--- src/rtl/video_mode_sequencer.sv ---
// video_mode_sequencer: owns the video_mixer run-time config and applies requests on VSync
// boundaries, muting around structural changes. VIDEO_MODE_SEQ_WDOG_EN adds a lost-VSync watchdog.
module video_mode_sequencer #(
  parameter logic [3:0]  MUTE_FRAMES   = 4'd2,
  parameter logic [3:0]  SETTLE_FRAMES = 4'd1,
  parameter logic [23:0] WDOG_CYCLES   = 24'd2000000
) (
  input  logic       clk_sys,
  input  logic       rst_n,
  input  logic       VSync,
  input  logic       cfg_valid,
  input  logic [1:0] cfg_scanlines,
  input  logic       cfg_sd_disable,
  input  logic       cfg_hq2x,
  input  logic       cfg_ypbpr,
  input  logic       cfg_ypbpr_full,
  output logic [1:0] scanlines,
  output logic       scandoubler_disable,
  output logic       hq2x,
  output logic       ypbpr,
  output logic       ypbpr_full,
  output logic       mute,
  output logic       busy,
  output logic       vs_lost
);

  typedef enum logic [1:0] {
    IDLE      = 2'd0,
    MUTE_WAIT = 2'd1,
    APPLY     = 2'd2,
    SETTLE    = 2'd3
  } state_e;

  if (MUTE_FRAMES == 4'd0 || SETTLE_FRAMES == 4'd0 || WDOG_CYCLES < 24'd2) begin : g_bad_params
    $error("video_mode_sequencer: MUTE_FRAMES/SETTLE_FRAMES must be >= 1 and WDOG_CYCLES >= 2");
  end

  state_e     state_q, state_d;
  logic       vs_d_q;
  logic [3:0] frame_cnt_q, frame_cnt_d, frame_cnt_inc;
  logic       pend_q, pend_d;
  logic       mute_q, mute_d;
  logic       busy_q, busy_d;

  logic [1:0] sh_scanlines_q, sh_scanlines_d;
  logic       sh_sd_q, sh_sd_d;
  logic       sh_hq2x_q, sh_hq2x_d;
  logic       sh_ypbpr_q, sh_ypbpr_d;
  logic       sh_ypbpr_full_q, sh_ypbpr_full_d;

  logic [1:0] scanlines_q, scanlines_d;
  logic       sd_q, sd_d;
  logic       hq2x_q, hq2x_d;
  logic       ypbpr_q, ypbpr_d;
  logic       ypbpr_full_q, ypbpr_full_d;

  logic vs_rise;
  logic tick;
  logic struct_diff;
  logic cosm_diff;

  assign vs_rise = VSync & ~vs_d_q;

`ifdef VIDEO_MODE_SEQ_WDOG_EN
  logic [23:0] wdog_cnt_q, wdog_cnt_d;
  logic        vs_lost_q, vs_lost_d;
  logic        wdog_active;
  logic        wdog_fire;

  // The watchdog only matters while a muted sequence is waiting on frames; elsewhere it is parked at 0.
  always_comb begin
    wdog_active = (state_q == MUTE_WAIT) || (state_q == SETTLE);
    wdog_fire   = wdog_active && !vs_rise && (wdog_cnt_q == WDOG_CYCLES - 24'd1);
    wdog_cnt_d  = wdog_cnt_q;
    vs_lost_d   = vs_lost_q;
    if (vs_rise || !wdog_active || wdog_fire) begin
      wdog_cnt_d = '0;
    end else if (wdog_cnt_q != '1) begin
      wdog_cnt_d = wdog_cnt_q + 24'd1;
    end
    if (vs_rise) begin
      vs_lost_d = 1'b0;
    end else if (wdog_fire) begin
      vs_lost_d = 1'b1;
    end
  end

  always_ff @(posedge clk_sys or negedge rst_n) begin
    if (!rst_n) begin
      wdog_cnt_q <= '0;
      vs_lost_q  <= 1'b0;
    end else begin
      wdog_cnt_q <= wdog_cnt_d;
      vs_lost_q  <= vs_lost_d;
    end
  end

  assign tick    = vs_rise | wdog_fire;
  assign vs_lost = vs_lost_q;
`else
  assign tick    = vs_rise;
  assign vs_lost = 1'b0;
`endif

  always_comb begin
    struct_diff   = {sh_sd_q, sh_hq2x_q, sh_ypbpr_q} != {sd_q, hq2x_q, ypbpr_q};
    cosm_diff     = {sh_scanlines_q, sh_ypbpr_full_q} != {scanlines_q, ypbpr_full_q};
    frame_cnt_inc = (frame_cnt_q == 4'hF) ? frame_cnt_q : frame_cnt_q + 4'd1;

    state_d         = state_q;
    frame_cnt_d     = frame_cnt_q;
    pend_d          = pend_q;
    mute_d          = mute_q;
    scanlines_d     = scanlines_q;
    sd_d            = sd_q;
    hq2x_d          = hq2x_q;
    ypbpr_d         = ypbpr_q;
    ypbpr_full_d    = ypbpr_full_q;
    sh_scanlines_d  = sh_scanlines_q;
    sh_sd_d         = sh_sd_q;
    sh_hq2x_d       = sh_hq2x_q;
    sh_ypbpr_d      = sh_ypbpr_q;
    sh_ypbpr_full_d = sh_ypbpr_full_q;

    unique case (state_q)
      IDLE: begin
        if (pend_q && struct_diff) begin
          state_d     = MUTE_WAIT;
          mute_d      = 1'b1;
          frame_cnt_d = '0;
        end else if (pend_q && vs_rise) begin
          scanlines_d  = sh_scanlines_q;
          ypbpr_full_d = sh_ypbpr_full_q;
          pend_d       = 1'b0;
        end else if (pend_q && !cosm_diff) begin
          pend_d = 1'b0;
        end
      end
      MUTE_WAIT: begin
        if (tick) begin
          frame_cnt_d = frame_cnt_inc;
          if (frame_cnt_q == MUTE_FRAMES - 4'd1) begin
            state_d = APPLY;
          end
        end
      end
      APPLY: begin
        scanlines_d  = sh_scanlines_q;
        sd_d         = sh_sd_q;
        hq2x_d       = sh_hq2x_q;
        ypbpr_d      = sh_ypbpr_q;
        ypbpr_full_d = sh_ypbpr_full_q;
        pend_d       = 1'b0;
        frame_cnt_d  = '0;
        state_d      = SETTLE;
      end
      SETTLE: begin
        if (tick) begin
          frame_cnt_d = frame_cnt_inc;
          if (frame_cnt_q == SETTLE_FRAMES - 4'd1) begin
            // A structural request queued during settle chains straight into a new mute window.
            if (pend_q && struct_diff) begin
              state_d     = MUTE_WAIT;
              frame_cnt_d = '0;
            end else begin
              state_d = IDLE;
              mute_d  = 1'b0;
            end
          end
        end
      end
      default: state_d = IDLE;
    endcase

    // A new request always wins over any pend clear on the same edge.
    if (cfg_valid) begin
      sh_scanlines_d  = cfg_scanlines;
      sh_sd_d         = cfg_sd_disable;
      sh_hq2x_d       = cfg_hq2x;
      sh_ypbpr_d      = cfg_ypbpr;
      sh_ypbpr_full_d = cfg_ypbpr_full;
      pend_d          = 1'b1;
    end

    busy_d = (state_d != IDLE) | pend_d;
  end

  always_ff @(posedge clk_sys or negedge rst_n) begin
    if (!rst_n) begin
      state_q         <= IDLE;
      vs_d_q          <= 1'b0;
      frame_cnt_q     <= '0;
      pend_q          <= 1'b0;
      mute_q          <= 1'b0;
      busy_q          <= 1'b0;
      sh_scanlines_q  <= '0;
      sh_sd_q         <= 1'b0;
      sh_hq2x_q       <= 1'b0;
      sh_ypbpr_q      <= 1'b0;
      sh_ypbpr_full_q <= 1'b0;
      scanlines_q     <= '0;
      sd_q            <= 1'b0;
      hq2x_q          <= 1'b0;
      ypbpr_q         <= 1'b0;
      ypbpr_full_q    <= 1'b0;
    end else begin
      state_q         <= state_d;
      vs_d_q          <= VSync;
      frame_cnt_q     <= frame_cnt_d;
      pend_q          <= pend_d;
      mute_q          <= mute_d;
      busy_q          <= busy_d;
      sh_scanlines_q  <= sh_scanlines_d;
      sh_sd_q         <= sh_sd_d;
      sh_hq2x_q       <= sh_hq2x_d;
      sh_ypbpr_q      <= sh_ypbpr_d;
      sh_ypbpr_full_q <= sh_ypbpr_full_d;
      scanlines_q     <= scanlines_d;
      sd_q            <= sd_d;
      hq2x_q          <= hq2x_d;
      ypbpr_q         <= ypbpr_d;
      ypbpr_full_q    <= ypbpr_full_d;
    end
  end

  assign scanlines           = scanlines_q;
  assign scandoubler_disable = sd_q;
  assign hq2x                = hq2x_q;
  assign ypbpr               = ypbpr_q;
  assign ypbpr_full          = ypbpr_full_q;
  assign mute                = mute_q;
  assign busy                = busy_q;

endmodule

--- config.mk ---
export PLATFORM = sky130hd
export DESIGN_NAME = video_mode_sequencer
export DESIGN_NICKNAME = d
export VERILOG_FILES = /design/src/rtl/video_mode_sequencer.sv
export SDC_FILE = /design/constraint.sdc
export NUM_CORES = 1
export LEC_CHECK = 0
export CAP_MARGIN = 20
export CORE_MARGIN = 2
export CORE_UTILIZATION = 40
export CTS_CLUSTER_DIAMETER = 60
export DETAILED_ROUTE_END_ITERATION = 7
export GPL_ROUTABILITY_DRIVEN = 0
export PLACE_DENSITY = 0.61
export SLEW_MARGIN = 30
export SYNTH_ARGS = -nofsm -noshare
export SYNTH_HDL_FRONTEND = slang
export SYNTH_SLANG_ARGS = --single-unit
--- constraint.sdc ---
create_clock -name clk_sys -period 2.35 [get_ports clk_sys]
set_input_delay 0.47 -clock clk_sys [delete_from_list [all_inputs] [get_ports clk_sys]]
set_output_delay 0.47 -clock clk_sys [all_outputs]
set_load 0.02 [all_outputs]
==> out/qor.txt <==
largest family of logic cells by synthesized area - compound AO/OA/AOI/OAI gates
vias per cell - 5.44
Syn Nets - 111
reg2reg start - frame_cnt_q[0]
Vias - 800
row count - 19
Setup Skew - 0.0117 ns
die area - 3260 sq um
cell area after synthesis - 1130 sq um
CTS Hold Bufs - 0
Crit path max-delay family - simple AND/OR/NAND/NOR gates
crit path kind - flip-flop to flip-flop
DRC - 0
logic gate share of total power - 0.398
fin crit share - 0.789
Detailed Routing Iterations Pass 1 - 4
port bufs - 17
largest net degree at the start of global routing - 23
Post-Synthesis Cells - 98
FF+latch count, synth - 22
setup TNS - 0 ns
part of the power in the clock network - 0.134
CP Depth - 6
layout cell share with drive strength beyond 1 - 0.155
Ant. Diodes - 0
Post-CTS Resized - 0
core area - 2710 sq um
mux contribution to synthesized area - 0.120
reg2reg path depth - 6
CTS Buf Count - 3
crit path time final - 1.86 ns
largest stage delay on the critical path - 0.46 ns
critical-path cell list - inv_1 -> ha_1 -> nor4bb_1 -> and3_1 -> o21ai_1 -> nand2b_1
H-tree depth - 1
Detail Placement HPWL - 1580 um
switching share of power - 0.370
Routed wire per std cell - 14.3 um
P_sw - 0.462 mW
crit path capture - busy
status - finished clean
worst hold path class - input port to async pin
Worst IR Drop VDD - 537 uV
Max clock buf depth - 2
Post-CTS Setup Inserts - 0
reg2reg end - busy
Hold WS - 0.485 ns
I/O pin cnt - 19
Cell Int Power - 0.786 mW
number of synthesized flops with an enable pin - 0
setup violators final - 0
GRT Total Usage - 0.144
simple-gate area share of the yosys netlist - 0.132
Final Hold Vio Count - 0
max frequency - 0.539 GHz
number of DRC markers in iteration 0 - 10
post-synthesis sequential area ratio - 0.488
Flop pwr share - 0.468
Slowest-stage cell, CP - dfrtp_1
die span in x - 57.1 um
Worst Max-Slew Pin Slew - 0.574 ns
fin. max-slew vios - 0
clk sink count - 22
Post-synth ARST share - 1.00
Setup crit start - frame_cnt_q[0]
Synth Area in Compound Gates - 0.137
Worst EP arrival - 2.06 ns
clk slew on worst S/H paths - 0.12 ns
Crit Path Max Fanout - 6
Layout Nets - 131
post-synthesis xor/xnor area fraction - 0.0466
vias in the first global route - 793
adder-cell share of the synthesized area - 0.0333
initial antenna violation count - 0
Top FF cell, synth - dfrtp_1
antenna-violating nets left - 0
Critical Path RT - 2.55 ns
CP Launch Type - flip-flop
Netlist cell types - 38
die height - 57.1 um
starting density of the core - 0.416
crit path capture type - flip-flop
Syn Area/Cell - 11.5 sq um
Root Driver - clkbuf_4
Max transition margin - 0.615
drt total wl - 2100 um
Worst R2R Setup Slack - 0.49 ns
Yosys Warn Count - 0
first-pass GRT wire length - 3580 um
aggregate global routing overflow - 0
Pleak - 0.578 nW
Clk Latency, worst-skew pair - 0.31 ns
Buffers & Inverters on Critical Path - 1
Max Cap Viol - 0
RSZ-0062 raised after global routing - false
Area Overhead vs Synth - 19.2%
CTS tree - done
Power Dens Cells - 928 nW/um^2
## logic make-up after synthesis
kind of cell / after synthesis
AO/OA/AOI/OAI: 20
buffers and inverters: 9
adder cells (fa/ha/maj): 3
multiplexers: 12
other: 1
AND/OR/NAND/NOR: 25
flip-flops: 22
XOR/XNOR: 6
## power by group through the flow
stage	sequential [mW]	combinational, mW	clock [mW]
6_report	0.585	0.497	0.167
3_3_place_gp	0.591	0.495	0
2_1_floorplan	0.621	0.291	0
3_5_place_dp	0.592	0.501	0
5_1_grt	0.604	0.546	0.196
4_1_cts	0.584	0.503	0.177
## cell usage after synthesis, drive strengths merged (2+ instances only)
library cell / n / share of area
nor2: 4 / 0.013
dfrtp: 22 / 0.49
nor3: 2 / 0.0089
nand2b: 2 / 0.011
inv: 6 / 0.020
xnor2: 3 / 0.023
a21oi: 4 / 0.018
nand3: 5 / 0.022
nand2: 2 / 0.0067
buf: 2 / 0.017
o21ai: 2 / 0.0089
a2bb2oi: 2 / 0.016
mux2: 12 / 0.12
a31oi: 2 / 0.011
xor2: 3 / 0.023
and2: 2 / 0.013
nor2b: 2 / 0.011
ha: 3 / 0.033
and3: 2 / 0.011
## metal layers
layer  up-vias  GRT usage  wire length [um]
met5         -          0                 0
met2        18      0.213               966
met3         4     0.0544               118
li1        389          -                 -
met4         0     0.0399                28
met1       389      0.200               986
## final cells by class
class	instances	area, sq um
Tap cell	31	38.8
Multi-Input combinational cell	67	533
Fill cell	248	1370
Clock buffer	3	22.5
Inverter	6	22.5
Sequential cell	22	551
Timing Repair Buffer	18	178
## flip-flops by register name, summed over array words and instances, names as in the netlist
register and count:
busy 1, frame_cnt_q 4, hq2x 1, mute 1
pend_q 1, scandoubler_disable 1, scanlines 2, sh_hq2x_q 1
sh_scanlines_q 2, sh_sd_q 1, sh_ypbpr_full_q 1, sh_ypbpr_q 1
state_q 2, vs_d_q 1, ypbpr 1, ypbpr_full 1
## how the worst min path moves through the flow
stage	endpoint
detailed placement	mute
finish	sh_ypbpr_full_q
global route	state_q[0]
global placement	mute
CTS	sh_ypbpr_full_q
floorplan	busy
## metrics by stage
stage	power, mW	setup slack [ns]	util	instance area (sq um)	cells
floorplan	0.912	0.672	-	1130	98
global placement	1.09	0.451	0.488	1320	144
detailed placement	1.09	0.399	0.488	1320	144
CTS	1.26	0.542	0.496	1350	147
global route	1.35	0.401	0.496	1350	147
finish	1.25	0.495	0.496	1350	147
## cells in the final DEF, fill, tap and decap left out, drive strengths merged, types with 2 or more instances in the layout
cell / n
a21oi: 4
a2bb2oi: 2
a31oi: 2
and2: 2
and3: 2
clkbuf: 3
clkdlybuf4s50: 17
dfrtp: 22
ha: 3
inv: 6
mux2: 12
nand2: 2
nand2b: 2
nand3: 5
nor2: 4
nor2b: 2
nor3: 2
o21ai: 2
xnor2: 3
xor2: 3
Note: power is estimated with default switching activity, not from simulation.
